### src/rtl/chan_merge_pkg.sv
// Shared definitions for the chan_merge hierarchy: ceiling-log2 helper and
// the grant-counter width/saturation constants used by the optional
// per-channel grant counters (enabled with CHAN_MERGE_CNT_EN).
package chan_merge_pkg;

  localparam int CNT_W = 16;
  localparam logic [CNT_W-1:0] CNT_MAX = '1;

  // Ceiling log2, minimum result 1 so a one-bit index is always available.
  function automatic int clog2(input int value);
    int result;
    result = 1;
    for (int i = 1; i < 32; i++) begin
      if ((1 << i) < value) result = i + 1;
    end
    return result;
  endfunction

endpackage

### src/rtl/chan_fifo.sv
// Single-clock DEPTH-entry FIFO used as one input channel of chan_merge_top.
// The head word is presented on rd_data whenever the FIFO is non-empty; a
// word pushed into an empty FIFO is visible only after the push edge.
module chan_fifo
  import chan_merge_pkg::*;
#(
  parameter int DATA_W = 8,
  parameter int DEPTH  = 4
) (
  input  logic              clk,
  input  logic              rst,
  input  logic              push,
  input  logic              pop,
  input  logic [DATA_W-1:0] wr_data,
  output logic [DATA_W-1:0] rd_data,
  output logic              full,
  output logic              empty
);

  localparam int PTR_W  = clog2(DEPTH);
  localparam int FILL_W = PTR_W + 1;

  logic [DATA_W-1:0] mem [DEPTH];
  logic [PTR_W-1:0]  wr_ptr;
  logic [PTR_W-1:0]  rd_ptr;
  logic [FILL_W-1:0] count;
  logic              do_push;
  logic              do_pop;

  assign full    = (count == FILL_W'(DEPTH));
  assign empty   = (count == '0);
  assign do_push = push && !full;
  assign do_pop  = pop && !empty;
  assign rd_data = mem[rd_ptr];

  // Storage write; pointers wrap naturally because DEPTH is a power of two.
  // NOTE: the data array carries no reset -- validity is tracked by count,
  // so flushing the pointers is enough and the array maps onto plain RAM.
  always_ff @(posedge clk) begin
    if (do_push) mem[wr_ptr] <= wr_data;
  end

  // Pointer and occupancy bookkeeping; simultaneous push and pop keep count.
  // NOTE: sequential state uses non-blocking assignments so every register
  // samples the pre-edge values regardless of statement order.
  always_ff @(posedge clk or posedge rst) begin
    if (rst) begin
      wr_ptr <= '0;
      rd_ptr <= '0;
      count  <= '0;
    end else begin
      if (do_push) wr_ptr <= wr_ptr + 1'b1;
      if (do_pop)  rd_ptr <= rd_ptr + 1'b1;
      case ({do_push, do_pop})
        2'b10:   count <= count + 1'b1;
        2'b01:   count <= count - 1'b1;
        default: count <= count;
      endcase
    end
  end

endmodule

### src/rtl/chan_merge_top.sv
// NUM_CH buffered input channels merged onto one registered output stream by
// a round-robin arbiter. Optional per-channel saturating grant counters are
// added when the macro CHAN_MERGE_CNT_EN is defined.
module chan_merge_top
  import chan_merge_pkg::*;
#(
  parameter int NUM_CH = 4,
  parameter int DATA_W = 8,
  parameter int DEPTH  = 4
) (
  input  logic                       clk,
  input  logic                       rst,
  input  logic [NUM_CH-1:0]          in_valid,
  output logic [NUM_CH-1:0]          in_ready,
  input  logic [NUM_CH*DATA_W-1:0]   in_data,
  output logic                       out_valid,
  input  logic                       out_ready,
  output logic [DATA_W-1:0]          out_data,
  output logic [clog2(NUM_CH)-1:0]   out_ch,
  output logic [NUM_CH-1:0]          fifo_empty
`ifdef CHAN_MERGE_CNT_EN
  ,
  output logic [NUM_CH*CNT_W-1:0]    grant_cnt
`endif
);

  localparam int CH_W = clog2(NUM_CH);

  logic [NUM_CH-1:0] full;
  logic [NUM_CH-1:0] empty;
  logic [NUM_CH-1:0] pop;
  logic [DATA_W-1:0] head [NUM_CH];
  logic [CH_W-1:0]   rr;
  logic [CH_W-1:0]   grant_idx;
  logic              grant_valid;
  logic              loadable;

  for (genvar k = 0; k < NUM_CH; k++) begin : g_ch
    chan_fifo #(
      .DATA_W (DATA_W),
      .DEPTH  (DEPTH)
    ) u_fifo (
      .clk     (clk),
      .rst     (rst),
      .push    (in_valid[k]),
      .pop     (pop[k]),
      .wr_data (in_data[k*DATA_W +: DATA_W]),
      .rd_data (head[k]),
      .full    (full[k]),
      .empty   (empty[k])
    );
  end

  assign in_ready   = ~full;
  assign fifo_empty = empty;
  assign loadable   = !out_valid || out_ready;

  // Round-robin search: first non-empty channel starting at rr.
  // NOTE: every variable driven here gets a default first so no path
  // leaves it unassigned and no latch is inferred.
  always_comb begin
    grant_valid = 1'b0;
    grant_idx   = '0;
    for (int i = 0; i < NUM_CH; i++) begin
      if (!grant_valid && !empty[(int'(rr) + i) % NUM_CH]) begin
        grant_valid = 1'b1;
        grant_idx   = CH_W'((int'(rr) + i) % NUM_CH);
      end
    end
  end

  // Pop the granted channel only when the output register can take its word.
  always_comb begin
    pop = '0;
    if (loadable && grant_valid) pop[grant_idx] = 1'b1;
  end

  // Output register and priority pointer; held while stalled downstream.
  always_ff @(posedge clk or posedge rst) begin
    if (rst) begin
      out_valid <= 1'b0;
      out_data  <= '0;
      out_ch    <= '0;
      rr        <= '0;
    end else if (loadable) begin
      if (grant_valid) begin
        out_valid <= 1'b1;
        out_data  <= head[grant_idx];
        out_ch    <= grant_idx;
        rr        <= (grant_idx == CH_W'(NUM_CH - 1)) ? '0 : grant_idx + 1'b1;
      end else begin
        out_valid <= 1'b0;
      end
    end
  end

`ifdef CHAN_MERGE_CNT_EN
  logic [CNT_W-1:0] gcnt [NUM_CH];

  for (genvar k = 0; k < NUM_CH; k++) begin : g_cnt
    // Saturating count of grants to this channel.
    always_ff @(posedge clk or posedge rst) begin
      if (rst) begin
        gcnt[k] <= '0;
      end else if (pop[k] && gcnt[k] != CNT_MAX) begin
        gcnt[k] <= gcnt[k] + 1'b1;
      end
    end
    assign grant_cnt[k*CNT_W +: CNT_W] = gcnt[k];
  end
`endif

endmodule

### config.mk
export PLATFORM = sky130hd
export DESIGN_NAME = chan_merge_top
export DESIGN_NICKNAME = d
export VERILOG_FILES = /design/src/rtl/chan_merge_pkg.sv /design/src/rtl/chan_fifo.sv /design/src/rtl/chan_merge_top.sv
export SDC_FILE = /design/constraint.sdc
export NUM_CORES = 1
export LEC_CHECK = 0
export ABC_AREA = 1
export ABC_CLOCK_PERIOD_IN_PS = 7300
export CAP_MARGIN = 20
export CELL_PAD_IN_SITES_DETAIL_PLACEMENT = 1
export CELL_PAD_IN_SITES_GLOBAL_PLACEMENT = 2
export CORE_AREA = 2 2 236 238
export CTS_BUF_LIST = sky130_fd_sc_hd__clkbuf_16
export CTS_CLUSTER_DIAMETER = 120
export DETAILED_ROUTE_END_ITERATION = 8
export DIE_AREA = 0 0 238 240
export PLACE_DENSITY = 0.76
export SYNTH_ARGS = -nofsm -noshare
export SYNTH_HDL_FRONTEND = slang
export SYNTH_SLANG_ARGS = --single-unit
### constraint.sdc
create_clock -name clk -period 7.3 [get_ports clk]
set_clock_uncertainty 0.05 [all_clocks]
set_input_delay 1.46 -clock clk [delete_from_list [all_inputs] [get_ports clk]]
set_output_delay 1.46 -clock clk [all_outputs]
set_load 0.1 [all_outputs]
==> run_summary.xml, run 1 <==
<?xml version="1.0" encoding="UTF-8"?>
<metrics>
  <group name="min_path">
    <metric name="worst_hold_path_type" unit="">reg -&gt; reg</metric>
    <metric name="min-delay-start" unit="">rr[18]</metric>
  </group>
  <group name="setup_path">
    <metric name="rrSetupSlack" unit="ns">1.12</metric>
    <metric name="critical_path.reg2reg.startpoint" unit="">rr[1]</metric>
    <metric name="critPathArrivalTime" unit="ns">6.53</metric>
    <metric name="critPathKind" unit="">reg -&gt; reg</metric>
    <metric name="crit_path_start" unit="">rr[1]</metric>
    <metric name="cp_max_fo" unit="">18</metric>
    <metric name="worstSetupStartpointType" unit="">register</metric>
    <metric name="timing.critical_path.required" unit="ns">7.65</metric>
    <metric name="end_kind" unit="">register</metric>
  </group>
  <group name="place">
    <metric name="placement.io_buffers" unit="">87</metric>
    <metric name="placed_area" unit="µm²">21400</metric>
    <metric name="place_congestion" unit="">0.816</metric>
    <metric name="dp_slack" unit="ns">1.07</metric>
    <metric name="detailedPlacementHpwl" unit="mm">42.8</metric>
  </group>
  <group name="synth">
    <metric name="synth_fp_nets" unit="">2758</metric>
    <metric name="synth_top_family_by_area" unit="">simple AND/OR/NAND/NOR gates</metric>
    <metric name="synthDistinctLibCells" unit="">50</metric>
    <metric name="synth_fa_ha_area_share" unit="%">9.94</metric>
    <metric name="synth-async-reset-ratio" unit="%">56.5</metric>
    <metric name="yosysWarnings" unit="">0</metric>
    <metric name="yosys.area_share.xor_xnor" unit="%">1.92</metric>
    <metric name="synth.area.mux_share" unit="%">0</metric>
    <metric name="synthesized_area_fraction_occupied_by_ao_oa_aoi_and_oai_cells" unit="%">15.2</metric>
    <metric name="synth.yosys.seq_area_share" unit="%">39.8</metric>
    <metric name="synth_simple_gate_area_share" unit="%">25.0</metric>
    <metric name="yosys_most_used_dff" unit="">dfrtp_1</metric>
    <metric name="synth_edf_count" unit="">128</metric>
    <metric name="post_synth_inst_count" unit="">2562</metric>
    <metric name="synth.cell_area" unit="µm²">20100</metric>
    <metric name="ys_ff_latch" unit="">294</metric>
    <metric name="postSynthAreaPerCell" unit="µm²">7.83</metric>
  </group>
  <group name="detailed_routing">
    <metric name="drt_drc_violations_left" unit="">0</metric>
    <metric name="top_layer_used" unit="">met4</metric>
    <metric name="dr_wl_met3" unit="mm">1.55</metric>
    <metric name="initialDrtViolationCount" unit="">685</metric>
    <metric name="ant_nets" unit="">0</metric>
    <metric name="firstDrtPassIters" unit="">5</metric>
    <metric name="detail_route.vias_per_cell" unit="">5.17</metric>
    <metric name="routed-via-count" unit="">17340</metric>
    <metric name="dr_wl_met2" unit="mm">27.7</metric>
    <metric name="met1Wirelength" unit="mm">27.2</metric>
    <metric name="detail_route.wl_per_cell" unit="µm">17.1</metric>
    <metric name="finalWirelength" unit="mm">57.4</metric>
  </group>
  <group name="timing">
    <metric name="postLayoutSetupSlackWorst" unit="ns">1.12</metric>
    <metric name="grt_setup_unrepaired" unit="">no</metric>
    <metric name="finalMaxSlewViolations" unit="">0</metric>
    <metric name="timing.final.hold_violations" unit="">0</metric>
    <metric name="timing.slew.headroom" unit="%">31.7</metric>
    <metric name="max_slew.worst_pin.slew" unit="ns">1.02</metric>
    <metric name="finalCriticalPeriod" unit="ns">6.18</metric>
    <metric name="layout_worst_path_cycle_share" unit="%">84.6</metric>
    <metric name="setup_tns" unit="ns">0</metric>
    <metric name="max_clock_freq" unit="MHz">162</metric>
    <metric name="setup_violations" unit="">0</metric>
  </group>
  <group name="cts">
    <metric name="clock_path_buffers" unit="">3</metric>
    <metric name="post-cts-setup-buffers" unit="">0</metric>
    <metric name="holdBufCountCts" unit="">0</metric>
    <metric name="clk_pin_slew" unit="ns">0.06</metric>
    <metric name="cts_root_buffer" unit="">clkbuf_16</metric>
    <metric name="clock_sink_count" unit="">294</metric>
    <metric name="clk-insertion-delay-late" unit="ns">0.58</metric>
    <metric name="cts_resized" unit="">0</metric>
    <metric name="numCtsBuffers" unit="">39</metric>
    <metric name="cts_tree" unit="">yes</metric>
    <metric name="htreeDepth" unit="">2</metric>
  </group>
  <group name="floorplan">
    <metric name="rows" unit="">86</metric>
    <metric name="die_h" unit="µm">240</metric>
    <metric name="starting_density_of_the_core" unit="%">36.7</metric>
    <metric name="die-width" unit="µm">238</metric>
    <metric name="core_region_area" unit="µm²">54700</metric>
    <metric name="floorplan.die_area" unit="µm²">57100</metric>
    <metric name="io_pins" unit="">88</metric>
  </group>
  <group name="job">
    <metric name="cap_viol_max_count" unit="">0</metric>
  </group>
  <group name="power">
    <metric name="design_power_total" unit="W">0.00978</metric>
    <metric name="leakage_power_total" unit="nW">10.6</metric>
    <metric name="peakVddDrop" unit="mV">0.315</metric>
    <metric name="power.density" unit="nW/µm²">428</metric>
  </group>
  <group name="finish">
    <metric name="drive_above_1_share" unit="%">7.67</metric>
    <metric name="layout_commonest_cell" unit="">nand2_1</metric>
    <metric name="area_growth_syn_to_layout" unit="%">13.9</metric>
    <metric name="number_of_nets_in_the_layout" unit="">2813</metric>
    <metric name="design_area" unit="µm²">22900</metric>
    <metric name="fillers" unit="">6611</metric>
    <metric name="layout.cells.most_common_list" unit="">567 x nand2_1, 284 x inv_1, 241 x nor2_1, 218 x a21oi_1, 203 x o21ai_0</metric>
    <metric name="insertedDiodeCount" unit="">0</metric>
  </group>
  <group name="run_status">
    <metric name="outcome" unit="">finished clean</metric>
  </group>
  <group name="global_route">
    <metric name="grt_max_degree" unit="">116</metric>
    <metric name="grt_util_all_layers" unit="%">20.4</metric>
    <metric name="globalRouteOverflowTotal" unit="">0</metric>
    <metric name="antenna_found_initial" unit="">0</metric>
    <metric name="grt_first_pass_wirelength" unit="mm">95.2</metric>
    <metric name="first_global_vias" unit="">18379</metric>
  </group>
</metrics>
[cell type report]
class / count / area [µm²] / share of cell area, %
timing repair buffer: 101 / 976 / 4.27
inverter: 298 / 1130 / 4.93
multi-input combinational: 1883 / 10400 / 45.7
tap: 704 / 881 / 3.85
clock buffer: 39 / 976 / 4.27
clock inverter: 33 / 459 / 2.01
sequential: 294 / 8000 / 35.0
[worst max-delay path, cell delays in order, from the launching register on]
cell,delay [ns]
dfrtp_1,0.52
clkinv_1,0.32
ha_1,0.51
inv_1,0.11
nand2_1,0.09
nand2_2,0.09
nand2_4,0.11
nor2_4,0.04
nand2_4,0.10
nand2_2,0.08
nor2_4,0.35
ha_1,0.22
inv_1,0.05
nor2_1,0.18
nand3_1,0.16
inv_1,0.13
ha_1,0.60
ha_1,0.40
a21oi_1,0.16
o21ai_0,0.16
a21boi_0,0.35
o21ai_0,0.30
nand3_1,0.15
nand3_1,0.22
a31oi_1,0.31
xor2_1,0.16
o21ai_0,0.08
[per-stage QoR]
stage | hold WS [ns] | instances | utilization [%]
floorplan | 0.393 | 2562 | -
global placement | 0.436 | 3280 | 39.2
detailed placement | 0.441 | 3280 | 39.2
CTS | 0.458 | 3352 | 41.8
global route | 0.478 | 3352 | 41.8
finish | 0.459 | 3352 | 41.8
[cells by family (layout without fill, tap and decap cells)]
kind of cell             Yosys count  in the layout
AND/OR/NAND/NOR                 1136           1136
AO/OA/AOI/OAI                    546            546
buffers and inverters            385            471
flip-flops                       294            294
adder cells (fa/ha/maj)          157            157
XOR/XNOR                          44             44
[cells in the mapped netlist, drive strengths merged (4+ instances only)]
| master | count | share of area [%] |
|---|---|---|
| nor2 | 248 | 4.8 |
| clkbuf | 44 | 0.82 |
| nand2 | 585 | 11 |
| a21oi | 226 | 5.8 |
| nand3b | 4 | 0.17 |
| nor3 | 28 | 0.72 |
| a21o | 12 | 0.45 |
| a32o | 24 | 1.2 |
| fa | 4 | 0.40 |
| clkinv | 7 | 0.13 |
| xor2 | 33 | 1.4 |
| nor4 | 25 | 0.78 |
| a221oi | 4 | 0.17 |
| nand3 | 164 | 4.6 |
| o211ai | 4 | 0.15 |
| o21ai | 210 | 5.3 |
| dfrtp | 166 | 21 |
| o31ai | 5 | 0.19 |
| inv | 291 | 5.4 |
| o21a | 10 | 0.37 |
| a31oi | 31 | 0.97 |
| o22ai | 15 | 0.50 |
| or2 | 60 | 1.9 |
| nand4 | 20 | 0.62 |
| buf | 43 | 1.7 |
| ha | 153 | 9.5 |
| xnor2 | 11 | 0.48 |
| edfxtp | 128 | 19 |
[worst paths after layout]
check,end,depth (start not counted)
min,rr[18],2
max,g_ch[1].u_fifo.count[31],26
min reg2reg,rr[18],2
min in group asynchronous,g_ch[2].u_fifo.wr_ptr[0],2
max reg2reg,g_ch[1].u_fifo.count[31],26
max in group asynchronous,g_ch[0].u_fifo.count[28],3
[power breakdown]
part | internal (W) | switching (W)
registers | 0.00232 | 0.000498
clock network | 0.00132 | 0.000822
logic | 0.00164 | 0.00319
[flip-flops by register name (all words and copies together), names as in the netlist]
signal / cells
rr: 6
out_ch: 3
g_ch.u_fifo.rd_ptr: 8
out_data: 8
g_ch.u_fifo.count: 132
g_ch.u_fifo.mem: 128
g_ch.u_fifo.wr_ptr: 8
out_valid: 1
[layer usage]
metal / vias up / GRT usage (%)
met4: 0 / 4.81
met2: 188 / 36.0
met3: 62 / 2.46
met5: - / 0
met1: 8356 / 26.8
li1: 8734 / -
Note: power is estimated with default switching activity, not from simulation.
==> run 2, diff against run 1 <==
ABC_CLOCK_PERIOD_IN_PS = 5430   (was 7300)
CORE_AREA = 2 2 246 248   (was 2 2 236 238)
DIE_AREA = 0 0 248 250   (was 0 0 238 240)
PLACE_DENSITY = 0.74   (was 0.76)
clock period = 5.43 ns   (was 7.3 ns; I/O delays follow)
==> run 2 against run 1 <==
Effect of this change:
- clock-buffer cell count rose by 1
- critical endpoint is now g_ch[2].u_fifo.count[20]
- non-clock buffer count rose by 44
- largest power group unchanged
- critical path type unchanged
- routed wire length rose by 5.1%
==> run_summary.xml, run 2 (same netlist as run 1, synthesis figures left out) <==
<?xml version="1.0" encoding="UTF-8"?>
<metrics>
  <group name="run_status">
    <metric name="outcome" unit="">finished clean</metric>
  </group>
  <group name="detailed_routing">
    <metric name="finalWirelength" unit="mm">60.3</metric>
    <metric name="ant_nets" unit="">0</metric>
    <metric name="drt_drc_violations_left" unit="">0</metric>
    <metric name="routed-via-count" unit="">17602</metric>
    <metric name="detail_route.wl_per_cell" unit="µm">17.4</metric>
    <metric name="initialDrtViolationCount" unit="">615</metric>
    <metric name="detail_route.vias_per_cell" unit="">5.07</metric>
    <metric name="firstDrtPassIters" unit="">5</metric>
  </group>
  <group name="power">
    <metric name="power.density" unit="nW/µm²">562</metric>
    <metric name="peakVddDrop" unit="mV">0.247</metric>
    <metric name="design_power_total" unit="W">0.0132</metric>
    <metric name="leakage_power_total" unit="nW">10.8</metric>
  </group>
  <group name="finish">
    <metric name="largestRegisters" unit="">g_ch.u_fifo.count x132, g_ch.u_fifo.mem x128</metric>
    <metric name="area_growth_syn_to_layout" unit="%">17.0</metric>
    <metric name="drive_above_1_share" unit="%">11.5</metric>
    <metric name="layout.cells.most_common_list" unit="">562 x nand2_1, 289 x inv_1, 228 x nor2_1, 207 x a21oi_1, 187 x o21ai_0</metric>
    <metric name="number_of_nets_in_the_layout" unit="">2857</metric>
    <metric name="largest_register_ff_count" unit="">132</metric>
    <metric name="fillers" unit="">7181</metric>
    <metric name="insertedDiodeCount" unit="">0</metric>
    <metric name="max_flop_register" unit="">g_ch.u_fifo.count</metric>
    <metric name="layout_commonest_cell" unit="">nand2_1</metric>
    <metric name="fin_cells" unit="">3474</metric>
  </group>
  <group name="global_route">
    <metric name="antenna_found_initial" unit="">3</metric>
    <metric name="grt_first_pass_wirelength" unit="mm">97.4</metric>
    <metric name="grt_max_degree" unit="">118</metric>
    <metric name="globalRouteOverflowTotal" unit="">0</metric>
    <metric name="first_global_vias" unit="">18645</metric>
    <metric name="grt_util_all_layers" unit="%">19.5</metric>
  </group>
  <group name="setup_path">
    <metric name="worst_path_max_delay_cell" unit="">dfrtp_1</metric>
    <metric name="critical-path-top-cell-by-count" unit="">inv_1</metric>
    <metric name="worst-path-buf-inv" unit="">8</metric>
    <metric name="critPathKind" unit="">reg -&gt; reg</metric>
    <metric name="critPathMaxStageDelay" unit="ns">0.39</metric>
    <metric name="cp_max_fo" unit="">12</metric>
    <metric name="end_kind" unit="">register</metric>
    <metric name="timing.critical_path.required" unit="ns">5.80</metric>
    <metric name="worstSetupStartpointType" unit="">register</metric>
    <metric name="critPathArrivalTime" unit="ns">5.37</metric>
    <metric name="cpLargestDelayFamily" unit="">simple AND/OR/NAND/NOR gates</metric>
  </group>
  <group name="floorplan">
    <metric name="io_pins" unit="">88</metric>
    <metric name="rows" unit="">90</metric>
    <metric name="die_h" unit="µm">250</metric>
    <metric name="core_region_area" unit="µm²">59600</metric>
    <metric name="floorplan.die_area" unit="µm²">62000</metric>
    <metric name="starting_density_of_the_core" unit="%">33.7</metric>
    <metric name="die-width" unit="µm">248</metric>
  </group>
  <group name="timing">
    <metric name="layout_worst_path_cycle_share" unit="%">92.1</metric>
    <metric name="holdWs" unit="ns">0.436</metric>
    <metric name="timing.final.hold_violations" unit="">0</metric>
    <metric name="postLayoutSetupSlackWorst" unit="ns">0.429</metric>
    <metric name="setup_tns" unit="ns">0</metric>
    <metric name="timing.slew.headroom" unit="%">31.0</metric>
    <metric name="setup_violations" unit="">0</metric>
    <metric name="finalMaxSlewViolations" unit="">0</metric>
    <metric name="max_clock_freq" unit="MHz">200</metric>
    <metric name="finalCriticalPeriod" unit="ns">5.00</metric>
    <metric name="max_slew.worst_pin.slew" unit="ns">1.03</metric>
  </group>
  <group name="place">
    <metric name="place_congestion" unit="">0.845</metric>
    <metric name="dp_slack" unit="ns">-0.223</metric>
    <metric name="placedCellCount" unit="">3398</metric>
    <metric name="detailedPlacementHpwl" unit="mm">45.1</metric>
    <metric name="placement.io_buffers" unit="">87</metric>
  </group>
  <group name="cts">
    <metric name="htreeDepth" unit="">2</metric>
    <metric name="clk_pin_slew" unit="ns">0.06</metric>
    <metric name="cts_root_buffer" unit="">clkbuf_16</metric>
    <metric name="clk-insertion-delay-late" unit="ns">0.57</metric>
    <metric name="holdBufCountCts" unit="">0</metric>
    <metric name="clock_sink_count" unit="">294</metric>
    <metric name="numCtsBuffers" unit="">39</metric>
    <metric name="clock_path_buffers" unit="">3</metric>
    <metric name="cts_tree" unit="">yes</metric>
  </group>
  <group name="min_path">
    <metric name="worst_hold_path_type" unit="">reg -&gt; reg</metric>
  </group>
  <group name="job">
    <metric name="cap_viol_max_count" unit="">0</metric>
  </group>
</metrics>
-- run 2: repair_timing --
item | CTS | global route
buffers inserted | 0 | 3
pin swaps | 0 | 6
gates cloned | 0 | 1
gates resized for setup | 13 | 90
endpoints found under the setup margin | 30 | 90
-- run 2: worst paths after layout --
path,from,slack [ns],endpoint,cells past startpoint
setup / recovery,g_ch[2].u_fifo.count[13],0.43,g_ch[2].u_fifo.count[20],32
hold / removal,g_ch[1].u_fifo.count[32],0.44,g_ch[1].u_fifo.count[32],1
setup reg to reg,g_ch[2].u_fifo.count[13],0.43,g_ch[2].u_fifo.count[20],32
hold reg to reg,g_ch[1].u_fifo.count[32],0.44,g_ch[1].u_fifo.count[32],1
max in group asynchronous,rst,3.73,g_ch[3].u_fifo.wr_ptr[0],3
min in group asynchronous,rst,1.04,g_ch[1].u_fifo.count[20],3
-- run 2: stage by stage --
stage | util, % | area [µm²]
6_report | 39.4 | 23500
5_1_grt | 39.4 | 23500
4_1_cts | 38.8 | 23100
3_5_place_dp | 36.7 | 21800
3_3_place_gp | 36.7 | 21800
2_1_floorplan | - | 20100
-- run 2: metal layers --
layer	track usage (%)	up-vias	routed length [µm]
li1	-	8838	-
met2	33.5	142	29100
met5	0	-	45
met1	25.5	8542	28500
met4	3.93	6	1010
met3	3.18	74	1690
-- run 2: report_power, final --
| group | leakage [nW] | switching [W] | internal [W] |
|---|---|---|---|
| clock network | 0.623 | 0.00106 | 0.00144 |
| logic | 6.91 | 0.00452 | 0.00243 |
| registers | 3.22 | 0.000629 | 0.00311 |
| total | 10.8 | 0.00621 | 0.00698 |
-- run 2: area by class of cell --
type                    count  area [µm²]  share of cell area (%)
clock inverters            32         220                   0.938
well taps                 782         978                    4.17
multi-input cells        1883       10800                    46.0
repair buffers            145        1360                    5.78
clock buffers              40        1000                    4.26
flip-flops and latches    294        8000                    34.0
inverters                 298        1120                    4.78
-- run 2: worst register-to-register path, delay by kind of cell (launching register included) --
family	cells	cell delay, ns
buf+inv	8	0.78
simple gates	15	2.05
compound gates	6	0.84
flops	1	0.39
fa+ha+maj	3	0.74
